**src/rtl/ccd_pkg.sv**
```systemverilog
// Shared types and default sizing for the CCD correlated-double-sampling path.
//   - cds_state_t : sampler sequencing states
//   - *_DEF       : default ADC width, pixel index width and settle delay
//   - pix_word_t  : pixel word {sol, idx, data} at the default widths
package ccd_pkg;

  localparam int unsigned ADC_W_DEF      = 12;
  localparam int unsigned IDX_W_DEF      = 7;
  localparam int unsigned SETTLE_CYC_DEF = 2;

  typedef enum logic [2:0] {
    IDLE       = 3'd0,
    RST_SETTLE = 3'd1,
    RST_HOLD   = 3'd2,
    SIG_SETTLE = 3'd3,
    EMIT       = 3'd4
  } cds_state_t;

  typedef struct packed {
    logic                 sol;
    logic [IDX_W_DEF-1:0] idx;
    logic [ADC_W_DEF-1:0] data;
  } pix_word_t;

endpackage

```
**src/rtl/ccd_pix_fifo2.sv**
```systemverilog
// Generic 2-entry first-word-fall-through FIFO that drops pushes when full.
// Ports:
//   clk, rst_n      : clock, async active-low reset
//   push, push_data : write strobe and word
//   pop             : consume head word (ignored when empty)
//   head, valid     : head word (always slot 0) and not-empty flag
//   drop_c          : combinational pulse, a push was discarded because full
module ccd_pix_fifo2 #(
  parameter int unsigned W = 20
) (
  input  logic         clk,
  input  logic         rst_n,
  input  logic         push,
  input  logic [W-1:0] push_data,
  input  logic         pop,
  output logic [W-1:0] head,
  output logic         valid,
  output logic         drop_c
);

  logic [W-1:0] slot0_q, slot1_q;
  logic [1:0]   count_q, count_nxt;
  logic         do_pop, do_push, wr_slot1;

  // A pop frees a slot in the same cycle, so push-while-full-with-pop succeeds.
  always_comb begin
    do_pop    = pop && (count_q != 2'd0);
    do_push   = push && ((count_q != 2'd2) || do_pop);
    drop_c    = push && !do_push;
    count_nxt = count_q + 2'(do_push) - 2'(do_pop);
    wr_slot1  = (count_q - 2'(do_pop)) == 2'd1;
  end

  // Head always lives in slot 0; a pop shifts slot 1 forward.
  always_ff @(posedge clk or negedge rst_n) begin
    if (!rst_n) begin
      slot0_q <= '0;
      slot1_q <= '0;
      count_q <= 2'd0;
      valid   <= 1'b0;
    end else begin
      count_q <= count_nxt;
      valid   <= (count_nxt != 2'd0);
      if (do_pop) slot0_q <= slot1_q;
      if (do_push) begin
        if (wr_slot1) slot1_q <= push_data;
        else          slot0_q <= push_data;
      end
    end
  end

  assign head = slot0_q;

endmodule

```
**src/rtl/ccd_cds_sampler.sv**
```systemverilog
// CCD correlated double sampler: samples the ADC at the reset and signal
// levels of each pixel, emits max(reset - signal, 0) with a line-relative
// index into a 2-entry valid/ready FIFO.
// Optional build macro CCD_CDS_AVG_EN: average two consecutive samples per
// level (SETTLE_CYC legal range becomes 1..2, otherwise 1..3).
// Ports:
//   clk, rst_n                  : clock, async active-low reset
//   phi_p, phi_l2, phi_r        : phase generator outputs
//   adc_data                    : ADC word, valid every cycle
//   clr_err                     : clears seq_err / ovf (a same-cycle set wins)
//   pix_data, pix_idx, pix_sol  : head pixel word
//   pix_valid, pix_ready        : output handshake
//   seq_err, ovf                : sticky phase-order / FIFO-overflow flags
module ccd_cds_sampler
  import ccd_pkg::*;
#(
  parameter int unsigned ADC_W      = ADC_W_DEF,
  parameter int unsigned IDX_W      = IDX_W_DEF,
  parameter int unsigned SETTLE_CYC = SETTLE_CYC_DEF
) (
  input  logic             clk,
  input  logic             rst_n,
  input  logic             phi_p,
  input  logic             phi_l2,
  input  logic             phi_r,
  input  logic [ADC_W-1:0] adc_data,
  input  logic             clr_err,
  output logic [ADC_W-1:0] pix_data,
  output logic [IDX_W-1:0] pix_idx,
  output logic             pix_sol,
  output logic             pix_valid,
  input  logic             pix_ready,
  output logic             seq_err,
  output logic             ovf
);

  localparam int unsigned WORD_W    = 1 + IDX_W + ADC_W;
  localparam int unsigned CNT_W     = 2;
`ifdef CCD_CDS_AVG_EN
  localparam int unsigned CNT_FIRST = SETTLE_CYC - 1;
  localparam int unsigned CNT_LAST  = SETTLE_CYC;
`else
  localparam int unsigned CNT_LAST  = SETTLE_CYC - 1;
`endif

  cds_state_t       state, state_nxt;
  logic [CNT_W-1:0] cnt, cnt_nxt;
  logic             phi_r_q, phi_l2_q;
  logic             r_fall, r_rise, l2_fall;
  logic             cap_r, cap_s, seq_set, emit;
  logic [ADC_W-1:0] r_smp, s_smp, level_c;
  logic [ADC_W:0]   diff_c;
  logic [ADC_W-1:0] clamp_c;
  logic [IDX_W-1:0] idx;
  logic             sol_pend;
  logic [WORD_W-1:0] push_word, head_word;
  logic             drop_c;
`ifdef CCD_CDS_AVG_EN
  logic             cap_first;
  logic [ADC_W-1:0] smp0;
  logic [ADC_W:0]   sum_c;
`endif

  // Phase edges, seen the cycle after the input changes.
  assign r_fall  = phi_r_q && !phi_r;
  assign r_rise  = !phi_r_q && phi_r;
  assign l2_fall = phi_l2_q && !phi_l2;

  // Level value stored at the final sample point of a settle window.
`ifdef CCD_CDS_AVG_EN
  assign sum_c   = {1'b0, smp0} + {1'b0, adc_data};
  assign level_c = sum_c[ADC_W:1];
`else
  assign level_c = adc_data;
`endif

  // Borrow out of the (ADC_W+1)-bit subtract marks a negative result.
  assign diff_c    = {1'b0, r_smp} - {1'b0, s_smp};
  assign clamp_c   = diff_c[ADC_W] ? '0 : diff_c[ADC_W-1:0];
  assign push_word = {sol_pend, idx, clamp_c};

  // State register.
  always_ff @(posedge clk or negedge rst_n) begin
    if (!rst_n) begin
      state <= IDLE;
      cnt   <= '0;
    end else begin
      state <= state_nxt;
      cnt   <= cnt_nxt;
    end
  end

  // Next-state and sample strobes; phi_p overrides every other event.
  always_comb begin
    state_nxt = state;
    cnt_nxt   = cnt;
    cap_r     = 1'b0;
    cap_s     = 1'b0;
    seq_set   = 1'b0;
    emit      = 1'b0;
`ifdef CCD_CDS_AVG_EN
    cap_first = 1'b0;
`endif
    if (phi_p) begin
      state_nxt = IDLE;
      cnt_nxt   = '0;
    end else begin
      case (state)
        IDLE: begin
          if (r_fall) begin
            state_nxt = RST_SETTLE;
            cnt_nxt   = '0;
          end
        end
        RST_SETTLE: begin
          cnt_nxt = cnt + CNT_W'(1);
          if (l2_fall) begin
            seq_set   = 1'b1;
            state_nxt = IDLE;
          end else if (cnt == CNT_W'(CNT_LAST)) begin
            cap_r     = 1'b1;
            state_nxt = RST_HOLD;
          end
`ifdef CCD_CDS_AVG_EN
          else if (cnt == CNT_W'(CNT_FIRST)) cap_first = 1'b1;
`endif
        end
        RST_HOLD: begin
          if (r_rise) begin
            seq_set   = 1'b1;
            state_nxt = IDLE;
          end else if (l2_fall) begin
            state_nxt = SIG_SETTLE;
            cnt_nxt   = '0;
          end
        end
        SIG_SETTLE: begin
          cnt_nxt = cnt + CNT_W'(1);
          if (r_rise) begin
            seq_set   = 1'b1;
            state_nxt = IDLE;
          end else if (cnt == CNT_W'(CNT_LAST)) begin
            cap_s     = 1'b1;
            state_nxt = EMIT;
          end
`ifdef CCD_CDS_AVG_EN
          else if (cnt == CNT_W'(CNT_FIRST)) cap_first = 1'b1;
`endif
        end
        EMIT: begin
          emit = 1'b1;
          if (r_fall) begin
            state_nxt = RST_SETTLE;
            cnt_nxt   = '0;
          end else begin
            state_nxt = IDLE;
          end
        end
        default: state_nxt = IDLE;
      endcase
    end
  end

  // Edge history, samples, line position and sticky flags.
  always_ff @(posedge clk or negedge rst_n) begin
    if (!rst_n) begin
      phi_r_q  <= 1'b0;
      phi_l2_q <= 1'b0;
      r_smp    <= '0;
      s_smp    <= '0;
      idx      <= '0;
      sol_pend <= 1'b1;
      seq_err  <= 1'b0;
      ovf      <= 1'b0;
`ifdef CCD_CDS_AVG_EN
      smp0     <= '0;
`endif
    end else begin
      phi_r_q  <= phi_r;
      phi_l2_q <= phi_l2;
`ifdef CCD_CDS_AVG_EN
      if (cap_first) smp0 <= adc_data;
`endif
      if (cap_r) r_smp <= level_c;
      if (cap_s) s_smp <= level_c;
      if (phi_p) begin
        idx      <= '0;
        sol_pend <= 1'b1;
      end else if (emit) begin
        idx      <= idx + IDX_W'(1);
        sol_pend <= 1'b0;
      end
      seq_err <= seq_set || (seq_err && !clr_err);
      ovf     <= drop_c  || (ovf && !clr_err);
    end
  end

  ccd_pix_fifo2 #(
    .W (WORD_W)
  ) u_fifo (
    .clk       (clk),
    .rst_n     (rst_n),
    .push      (emit),
    .push_data (push_word),
    .pop       (pix_valid && pix_ready),
    .head      (head_word),
    .valid     (pix_valid),
    .drop_c    (drop_c)
  );

  assign pix_sol  = head_word[WORD_W-1];
  assign pix_idx  = head_word[ADC_W +: IDX_W];
  assign pix_data = head_word[ADC_W-1:0];

endmodule

```
**config.mk**
```make
export PLATFORM = sky130hd
export DESIGN_NAME = ccd_cds_sampler
export DESIGN_NICKNAME = d
export VERILOG_FILES = /design/src/rtl/ccd_pkg.sv /design/src/rtl/ccd_pix_fifo2.sv /design/src/rtl/ccd_cds_sampler.sv
export SDC_FILE = /design/constraint.sdc
export NUM_CORES = 1
export LEC_CHECK = 0
export ABC_AREA = 1
export ABC_CLOCK_PERIOD_IN_PS = 3350
export BUFFER_PORTS_ARGS = -buffer_cell sky130_fd_sc_hd__buf_4
export CAP_MARGIN = 10
export CORE_UTILIZATION = 25
export DETAILED_ROUTE_END_ITERATION = 6
export GPL_ROUTABILITY_DRIVEN = 0
export MAX_ROUTING_LAYER = met4
export PLACE_DENSITY_LB_ADDON = 0.12
export SLEW_MARGIN = 20
export SYNTH_ARGS = -nofsm -noshare
export SYNTH_HDL_FRONTEND = slang
export SYNTH_HIERARCHICAL = 1
export SYNTH_SLANG_ARGS = --single-unit
```
**constraint.sdc**
```tcl
create_clock -name clk -period 3.35 [get_ports clk]
set_clock_uncertainty 0.05 [all_clocks]
set_input_delay 0.335 -clock clk [delete_from_list [all_inputs] [get_ports clk]]
set_output_delay 0.335 -clock clk [all_outputs]
set_load 0.005 [all_outputs]
```
==> qor.yml, run 1 <==
rsz0062_at_grt: "false"
holdWs_ps: 48.1
synth_seq_area_share: 0.444
cpMostUsedCell: "nand2_1"
fmax_mhz: 404
yosysUniqueCellTypes: 31
setup_tns_ps: 0
area_delta_synth_final_pct: 17.3
slowest_delay_ps: 520
cts.reportedPaths.clkPinSlew_ps: 60
clkLatencyLatePin_ps: 350
synth_most_common_cell: "nand2_1"
switching_share: 0.453
finalCritPeriodShare: 0.739
first_pass_iters: 4
grt_pass1_vias: 3918
htreeDepth: 3
leakagePower_nw: 3.08
pre_cts_slack_ps: 842
dp_hpwl_mm: 8.44
ys_ff_latch: 84
syn-num-nets: 674
combPwrFrac: 0.515
syn-cell-area_sq_mm: 0.00474
rows: 49
die_x_um: 140
cts_buffers: 9
place_area_sq_mm: 0.00524
worst_pin_slew_ps: 689
num-fill-cells: 2038
ant_nets: 0
die_area_sq_mm: 0.0195
drv_slew: 0
power_density_mw_per_mm2: 865
relSlewSlack: 0.540
setup_viol: 0
core_sq_mm: 0.0183
initial_utilization: 0.259
seqCellArea_sq_mm: 0.00210
r2r-start: "state[1]"
fin_crit_ps: 2470
io_pins: 42
p_seq_frac: 0.271
drive_gt1_frac: 0.153
netlist.area_leader.share: 0.439
avgSynthCellArea_sq_um: 7.43
vias: 3854
cp.arrival_ps: 2660
synthFlopType: "dfrtp_1"
fp.dieH_um: 140
slowest_stage: "nand2_1"
finalWirelength_mm: 11.4
cp-start-kind: "flip-flop"
end_kind: "flip-flop"
via_per_inst: 4.24
worstPathMaxFanout: 22
synth-async-reset-ratio: 1.00
finalWorstSetupSlack_ps: 875
required_ps: 3540
yosys_warnings: 6
clock-sinks: 84
syn_inst: 637
r2r_cells: 8
synth_common_cells: "253 x nand2_1, 83 x dfrtp_1, 75 x inv_1, 61 x nand3_1, 21 x nor2_1"
ff2ff_setup_slack_ps: 880
hold_viol: 0
endpoint: "u_fifo/slot1_q[4]"
grt.overflow.total: 0
cap_violations: 0
synth_area_leaders: "dfrtp_1 44%, nand2_1 20%, nand3_1 6.4%"
final_nets: 713
p_int_w: 0.00263
p_sw_w: 0.00218
drtIter0Drc: 259
postCtsSetupBuffers: 0
hp-class: "in2reg"
antenna_cells: 0
grt_pass1_wl_mm: 19.8
ir_drop_mv: 0.281
worst_r2r_endpoint: "u_fifo/slot1_q[4]"
status: "finished clean"
drcViolationCount: 0
path_cells: "nor2_2, nand2_2, nor2_1, nand2_2, inv_2, nand2_1, nand2_1, nand2_1"
port_buffers: 41
multi_input_area_sq_mm: 0.00213
critical_path_class: "reg2reg"
tritoncts: "yes"
track_usage: 0.134
synth_enable_flop_cells: 0
antenna_found_initial: 0
crit_start: "state[1]"
yosysTopAreaCell: "dfrtp_1"
final_area_sq_mm: 0.00556
clockRootBuffer: "clkbuf_16"
p_clk_frac: 0.214
grt_max_degree: 39
wire_per_inst_um: 12.5
cts_buffer_depth: 2
[cells by family (layout without fill, tap and decap cells)]
logic type / count (synthesis) / in the layout / synth area share
AO/OA/AOI/OAI: 48 / 48 / 0.0631
XOR/XNOR: 7 / 7 / 0.0129
adder cells (fa/ha/maj): 18 / 18 / 0.0491
buffers and inverters: 113 / 157 / 0.106
flip-flops: 84 / 84 / 0.444
AND/OR/NAND/NOR: 367 / 367 / 0.324
[state kept, by name, summed over array words and instances (netlist names), 2 cells and up]
name            count
s_smp              12
u_fifo/slot1_q     20
u_fifo/count_q      2
u_fifo/head        20
cnt                 2
idx                 7
r_smp              12
state               3
[placed cells by master, fill, tap and decap left out, drive strengths merged]
cell,Yosys,final
nand2,263,263
inv,86,87
dfrtp,83,83
nand3,62,62
buf,21,50
o21ai,31,31
nor2,23,23
ha,17,17
a21oi,12,12
clkbuf,2,10
nand4,8,8
nor3,8,8
clkinv,4,8
xnor2,4,4
o21bai,3,3
xor2,3,3
nand3b,2,2
o221ai,1,1
o21a,1,1
or2,1,1
fa,1,1
bufinv,0,1
dlygate4sd3,0,1
dfstp,1,1
[worst max-delay path, delay by kind of cell, from the launching register on]
kind,cells,cell delay [ps]
buffers and inverters,1,300
AND/OR/NAND/NOR,7,1550
flip-flops,1,460
[power by group through the flow]
| stage | registers, W | clock network (W) | logic [W] |
|---|---|---|---|
| after global routing | 0.00133 | 0.00111 | 0.00293 |
| final | 0.00130 | 0.00103 | 0.00248 |
| after global placement | 0.00132 | 0 | 0.00249 |
| after detailed placement | 0.00132 | 0 | 0.00251 |
| after floorplan | 0.00130 | 0 | 0.00189 |
| after CTS | 0.00131 | 0.00107 | 0.00252 |
[metal layers]
| layer | global-route usage | routed length, um |
|---|---|---|
| met4 | 0.0659 | 255 |
| met3 | 0.0220 | 265 |
| met1 | 0.176 | 5780 |
| met5 | - | 0 |
| met2 | 0.200 | 5070 |
[stage by stage]
stage | instances | power, W | utilization
3_3_place_gp | 893 | 0.00381 | 0.287
2_1_floorplan | 637 | 0.00319 | -
4_1_cts | 910 | 0.00489 | 0.304
3_5_place_dp | 893 | 0.00383 | 0.287
5_1_grt | 910 | 0.00536 | 0.304
6_report | 910 | 0.00481 | 0.304
[how the worst min path moves through the flow]
| stage | start | endpoint | slack [ps] | depth (start not counted) |
|---|---|---|---|---|
| finish | phi_l2 | phi_l2_q | 50 | 1 |
| global route | phi_l2 | phi_l2_q | 40 | 1 |
| CTS | phi_l2 | phi_l2_q | 30 | 1 |
| detailed placement | rst_n | u_fifo/slot1_q[9] | 310 | 1 |
| global placement | rst_n | u_fifo/slot1_q[9] | 320 | 1 |
| floorplan | rst_n | cnt[0] | -10 | 0 |
[layout make-up]
cell class / count / area share
clock buffer: 10 / 0.0430
multi-input combinational: 440 / 0.383
tap: 229 / 0.0516
timing repair buffer: 51 / 0.0716
inverter: 90 / 0.0608
sequential: 84 / 0.379
clock inverter: 6 / 0.0113
[timing repair]
item                                    4_1_cts  5_1_grt
hold buffers                                  1        0
resized for setup                             0        0
endpoints found under the setup margin        0        0
hold endpoints to repair                     35        0
Note: power is estimated with default switching activity, not from simulation.
==> run 2: changes to the inputs <==
- ABC_AREA: 1 -> 0
- ABC_CLOCK_PERIOD_IN_PS: 3350 -> 2510
- clock period: 3.35 -> 2.51 ns (I/O delays scaled with it)
==> qor.yml, run 2 <==
status: "finished clean"
drtIter0Drc: 71  # -73%
drcViolationCount: 0  # unchanged
setup_viol: 0  # unchanged
grt_pass1_wl_mm: 15.2  # -23%
grt_max_degree: 52  # +33%
grt_busiest_layer: "met2"
final_nets: 446  # -37%
synth_seq_area_share: 0.485  # +0.0406
htreeDepth: 3  # unchanged
syn-cell-area_sq_mm: 0.00434  # -8.4%
vias: 2772  # -28%
avgSynthCellArea_sq_um: 12.1  # +63%
tritoncts: "yes"
yosysUniqueCellTypes: 55  # +77%
holdWs_ps: 99.4  # +51.3 ps
synthFlopType: "dfrtp_1"
finalWorstSetupSlack_ps: 99.2  # -776 ps
crit_start: "r_smp[0]"
fin_util: 0.316  # +0.0115
ir_drop_mv: 0.355  # +26%
stdcell_count: 634  # -30%
post-place-cells: 614  # -31%
fmax_mhz: 415  # +2.6%
slowest_delay_ps: 370  # -150 ps
port_buffers: 41  # unchanged
rsz0062_at_grt: "true"
drive_gt1_frac: 0.386  # +0.234
synth_area_leaders: "dfrtp_1 48%, mux2_2 17%, ha_1 4.9%"
slowest_stage: "dfrtp_1"
cp-start-kind: "flip-flop"
r2r-start: "r_smp[0]"
ys_ff_latch: 84  # unchanged
cp_num_buf_inv: 4  # +3
cts_buffers: 9  # unchanged
hold_viol: 0  # unchanged
synth-async-reset-ratio: 1.00  # unchanged
worstPathMaxFanout: 3  # -86%
power_density_mw_per_mm2: 711  # -18%
required_ps: 2680  # -860 ps
yosys_warnings: 6  # unchanged
wire_per_inst_um: 14.3  # +14%
first_pass_iters: 4  # unchanged
ant_nets: 0  # unchanged
rows: 47  # -4.1%
ff2ff_setup_slack_ps: 100  # -780 ps
via_per_inst: 4.37  # +3.2%
relSlewSlack: 0.675  # +0.135
antenna_cells: 0  # unchanged
track_usage: 0.115  # -0.0194
die_area_sq_mm: 0.0179  # -8.3%
yosysTopAreaCell: "dfrtp_1"
cap_violations: 0  # unchanged
cts_buffer_depth: 2  # unchanged
leakagePower_nw: 2.61  # -15%
drv_slew: 0  # unchanged
use_met2: 0.170  # -0.0306
io_pins: 42  # unchanged
use_met1: 0.149  # -0.0270
finalCritPeriodShare: 0.960  # +0.222
clock-sinks: 84  # unchanged
worst_pin_slew_ps: 488  # -201 ps
area_delta_synth_final_pct: 21.9
core_sq_mm: 0.0168  # -8.3%
place_area_sq_mm: 0.00495  # -5.6%
syn-num-nets: 395  # -41%
most-common-layout-cells: "83 x dfrtp_1, 62 x mux2_2, 48 x buf_4"
path_cells: "inv_1, ha_2, inv_2, fa_2, a21o_1, a221oi_2, buf_4, buf_4, xor2_2, nor2_2, mux2_4"
die_x_um: 134  # -4.2%
grt.overflow.total: 0  # unchanged
synth_enable_flop_cells: 0  # unchanged
initial_utilization: 0.259  # -0.000308
cpMostUsedCell: "buf_4"
end_kind: "flip-flop"
hold_start: "adc_data[11]"
grt_pass1_vias: 2889  # -26%
clockRootBuffer: "clkbuf_16"
syn_inst: 358  # -44%
grt_util_met3: 0.0236  # +0.00157
clkLatencyLatePin_ps: 340  # about the same
final_area_sq_mm: 0.00529  # -4.8%
antenna_found_initial: 0  # unchanged
synth_most_common_cell: "dfrtp_1"
cp.arrival_ps: 2590  # -70 ps
synth_common_cells: "83 x dfrtp_1, 64 x mux2_2, 22 x inv_1, 20 x nand2_1, 20 x nor2_1"
netlist.area_leader.share: 0.479  # +0.0401
pre_cts_slack_ps: -0.608  # -843 ps
hp-class: "in2reg"
finalWirelength_mm: 9.06  # -20%
fin_crit_ps: 2410  # -63.8 ps
final_common_cell: "dfrtp_1"
path_delay_family: "adder cells"
fp.dieH_um: 134  # -4.2%
cts.reportedPaths.clkPinSlew_ps: 60  # about the same
dp_hpwl_mm: 6.39  # -24%
critical_path_class: "reg2reg"
run 2: cell count changes after synthesis, moves of 9 or more:
cell / change
inv_1: -53
inv_2: -11
mux2_1: +11
mux2_2: +64
mux2_4: +9
nand2_1: -233
nand2_2: -10
nand3_1: -57
o21ai_1: -18
o21ai_2: -12
run 2: worst paths after layout:
kind,endpoint,cells after the start
setup / recovery,u_fifo/head[6],11
hold / removal,r_smp[11],2
setup reg to reg,u_fifo/head[6],11
hold reg to reg,sol_pend,2
max in group asynchronous,r_smp[9],3
min in group asynchronous,u_fifo/count_q[0],2
run 2: where the power goes:
| group | total, W | internal, W | switching [W] |
|---|---|---|---|
| Combinational | 0.00106 | 0.000478 | 0.000583 |
| Sequential | 0.00147 | 0.00142 | 0.0000549 |
| Clock | 0.00123 | 0.000696 | 0.000529 |
run 2: per-stage QoR:
stage	total power [W]	setup TNS (ps)
CTS	0.00379	0
global route	0.00400	-1010
finish	0.00376	0
floorplan	0.00226	0
detailed placement	0.00252	-0.608
global placement	0.00252	0
run 2: cell type report:
type                    count  area [sq um]
fillers                  1738         11500
multi-input cells         238          2110
flip-flops and latches     84          2100
repair buffers             54           450
well taps                 220           275
clock buffers              14           254
inverters                  22          82.6
clock inverters             2          10.0
run 2: cell families (layout without fill, tap and decap cells):
kind of cell | Yosys count | in the layout | synth area share
buf+inv | 36 | 92 | 0.0392
mux | 85 | 85 | 0.228
simple gates | 76 | 76 | 0.0903
xor+xnor | 17 | 17 | 0.0343
compound gates | 42 | 42 | 0.0698
fa+ha+maj | 18 | 18 | 0.0536
flops | 84 | 84 | 0.485
run 2: metal layers:
layer | part of all wire | vias to the layer above
met5 | 0 | -
met4 | 0.018 | 0
met3 | 0.027 | 14
met2 | 0.45 | 36
met1 | 0.51 | 1357
li1 | - | 1365
run 2: what timing repair did:
item / CTS / global route
endpoints found under the hold margin: 34 / 0
buffers inserted: 0 / 1
gates resized for setup: 1 / 11
setup endpoints to repair: 7 / 21
hold buffers: 3 / 0
pin swaps: 0 / 6
==> run 3: changes to the inputs <==
- ABC_CLOCK_PERIOD_IN_PS: 2510 -> 2500
- clock period: 2.51 -> 2.5 ns (I/O delays scaled with it)
==> qor.yml, run 3 (same netlist as run 2, synthesis figures left out) <==
port_buffers: 41  # unchanged
track_usage: 0.112  # -0.00220
ff2ff_setup_slack_ps: 110  # about the same
hold_start: "adc_data[9]"
r2r-start: "r_smp[0]"
die_x_um: 134  # unchanged
finalCritPeriodShare: 0.956  # -0.00404
drive_gt1_frac: 0.384  # -0.00242
status: "finished clean"
worst_pin_slew_ps: 486  # -2.13 ps
cap_violations: 0  # unchanged
p_total_w: 0.00374  # -0.39%
clockRootBuffer: "clkbuf_16"
dp_hpwl_mm: 6.40  # about the same
ant_nets: 0  # unchanged
final_common_cell: "dfrtp_1"
relSlewSlack: 0.676  # +0.00142
rsz0062_at_grt: "true"
drv_slew: 0  # unchanged
tritoncts: "yes"
cts.reportedPaths.clkPinSlew_ps: 60  # about the same
fp.dieH_um: 134  # unchanged
finalWirelength_mm: 8.94  # -1.3%
critical_path_class: "reg2reg"
r2r_cells: 10  # -1
worstPathMaxFanout: 7  # +4
initial_utilization: 0.259  # unchanged
most-common-layout-cells: "83 x dfrtp_1, 63 x mux2_2, 48 x buf_4"
clkLatencyLatePin_ps: 340  # about the same
fmax_mhz: 418  # +0.82%
antenna_found_initial: 0  # unchanged
grt_pass1_vias: 2838  # -1.8%
final_nets: 446  # unchanged
grt.overflow.total: 0  # unchanged
power_density_mw_per_mm2: 709  # -0.20%
cts_buffers: 9  # unchanged
ir_drop_mv: 0.312  # -12%
antenna_cells: 0  # unchanged
via_per_inst: 4.37  # about the same
cts_buffer_depth: 2  # unchanged
clock-sinks: 84  # unchanged
drcViolationCount: 0  # unchanged
postCtsSetupBuffers: 0  # unchanged
hp-class: "in2reg"
worstHoldEndpoint: "s_smp[9]"
grt_pass1_wl_mm: 14.9  # -1.8%
rows: 47  # unchanged
cp.arrival_ps: 2560  # -30 ps
worst_r2r_endpoint: "u_fifo/head[4]"
setup_viol: 0  # unchanged
die_area_sq_mm: 0.0179  # unchanged
grt_max_degree: 52  # unchanged
setup_tns_ps: 0  # unchanged
vias: 2773  # +0.036%
wire_per_inst_um: 14.1  # -1.3%
leakagePower_nw: 2.60  # -0.13%
drtIter0Drc: 69  # -2.8%
core_sq_mm: 0.0168  # unchanged
io_pins: 42  # unchanged
required_ps: 2670  # about the same
end_kind: "flip-flop"
htreeDepth: 3  # unchanged
area_delta_synth_final_pct: 21.7
worstHoldPathCells: 2  # unchanged
cp-start-kind: "flip-flop"
first_pass_iters: 4  # unchanged
fin_crit_ps: 2390  # -19.7 ps
hold_viol: 0  # unchanged
-- run 3: cell types whose count changed in the layout (fill, tap and decap cells not counted) --
cell and change:
o2111a_1 -1, nor2_4 +1, mux2_1 +1, xor2_2 -1, nor2_2 -2, xor2_1 +1
clkbuf_1 -1, o2111a_2 +1, clkinv_2 +1, mux2_4 -2, nor2_1 +1, mux2_2 +1
-- run 3: repair_timing --
item,in CTS,in global routing
hold buffers,3,0
endpoints found under the setup margin,1,22
pin swaps,0,7
resized for setup,1,9
endpoints found under the hold margin,34,0
-- run 3: area by class of cell --
class,count,area [sq um]
Clock buffer,13,250
Clock inverter,3,15.0
Fill cell,1733,11500
Inverter,22,82.6
Multi-Input combinational cell,238,2100
Sequential cell,84,2100
Tap cell,220,275
Timing Repair Buffer,54,450
-- run 3: worst max-delay path, stage by stage (launching register included) --
cell	delay, ps
dfrtp_1	370
inv_1	60
ha_2	170
inv_2	40
fa_2	350
a21o_1	220
a221oi_2	280
or3_1	160
and2_4	240
nor2_2	70
mux2_4	260
-- run 3: worst max path at each step --
stage                     slack (ps)  cells after the start      from             end
final                            110                     10  r_smp[0]  u_fifo/head[4]
after global routing             -50                     11  r_smp[0]  u_fifo/head[8]
after CTS                         90                     11  r_smp[0]  u_fifo/head[8]
after detailed placement          10                     11  r_smp[0]  u_fifo/head[8]
after global placement            70                     11  r_smp[0]  u_fifo/head[8]
after floorplan                   90                     11  r_smp[0]  u_fifo/head[5]
-- run 3: report_power, final --
group          internal [W]  switching (W)  total [W]
registers           0.00142      0.0000557    0.00148
clock network      0.000696       0.000515    0.00121
logic              0.000472       0.000582    0.00105
total               0.00259        0.00115    0.00374
-- run 3: metal layers --
| layer | global-route usage | vias to the layer above | part of all wire |
|---|---|---|---|
| met2 | 0.169 | 33 | 0.46 |
| li1 | - | 1353 | - |
| met4 | 0.0511 | 0 | 0.017 |
| met5 | - | - | 0 |
| met3 | 0.0213 | 13 | 0.027 |
| met1 | 0.146 | 1374 | 0.49 |
-- run 3: stage by stage --
stage	cells	instance area, sq um	worst slack, ps	hold slack [ps]	utilization
2_1_floorplan	358	4340	91.1	-95.6	-
5_1_grt	634	5280	-54.0	97.5	0.315
4_1_cts	634	5260	91.4	87.5	0.314
6_report	634	5280	109	101	0.315
3_5_place_dp	615	4960	13.3	203	0.296
3_3_place_gp	615	4960	68.5	196	0.296
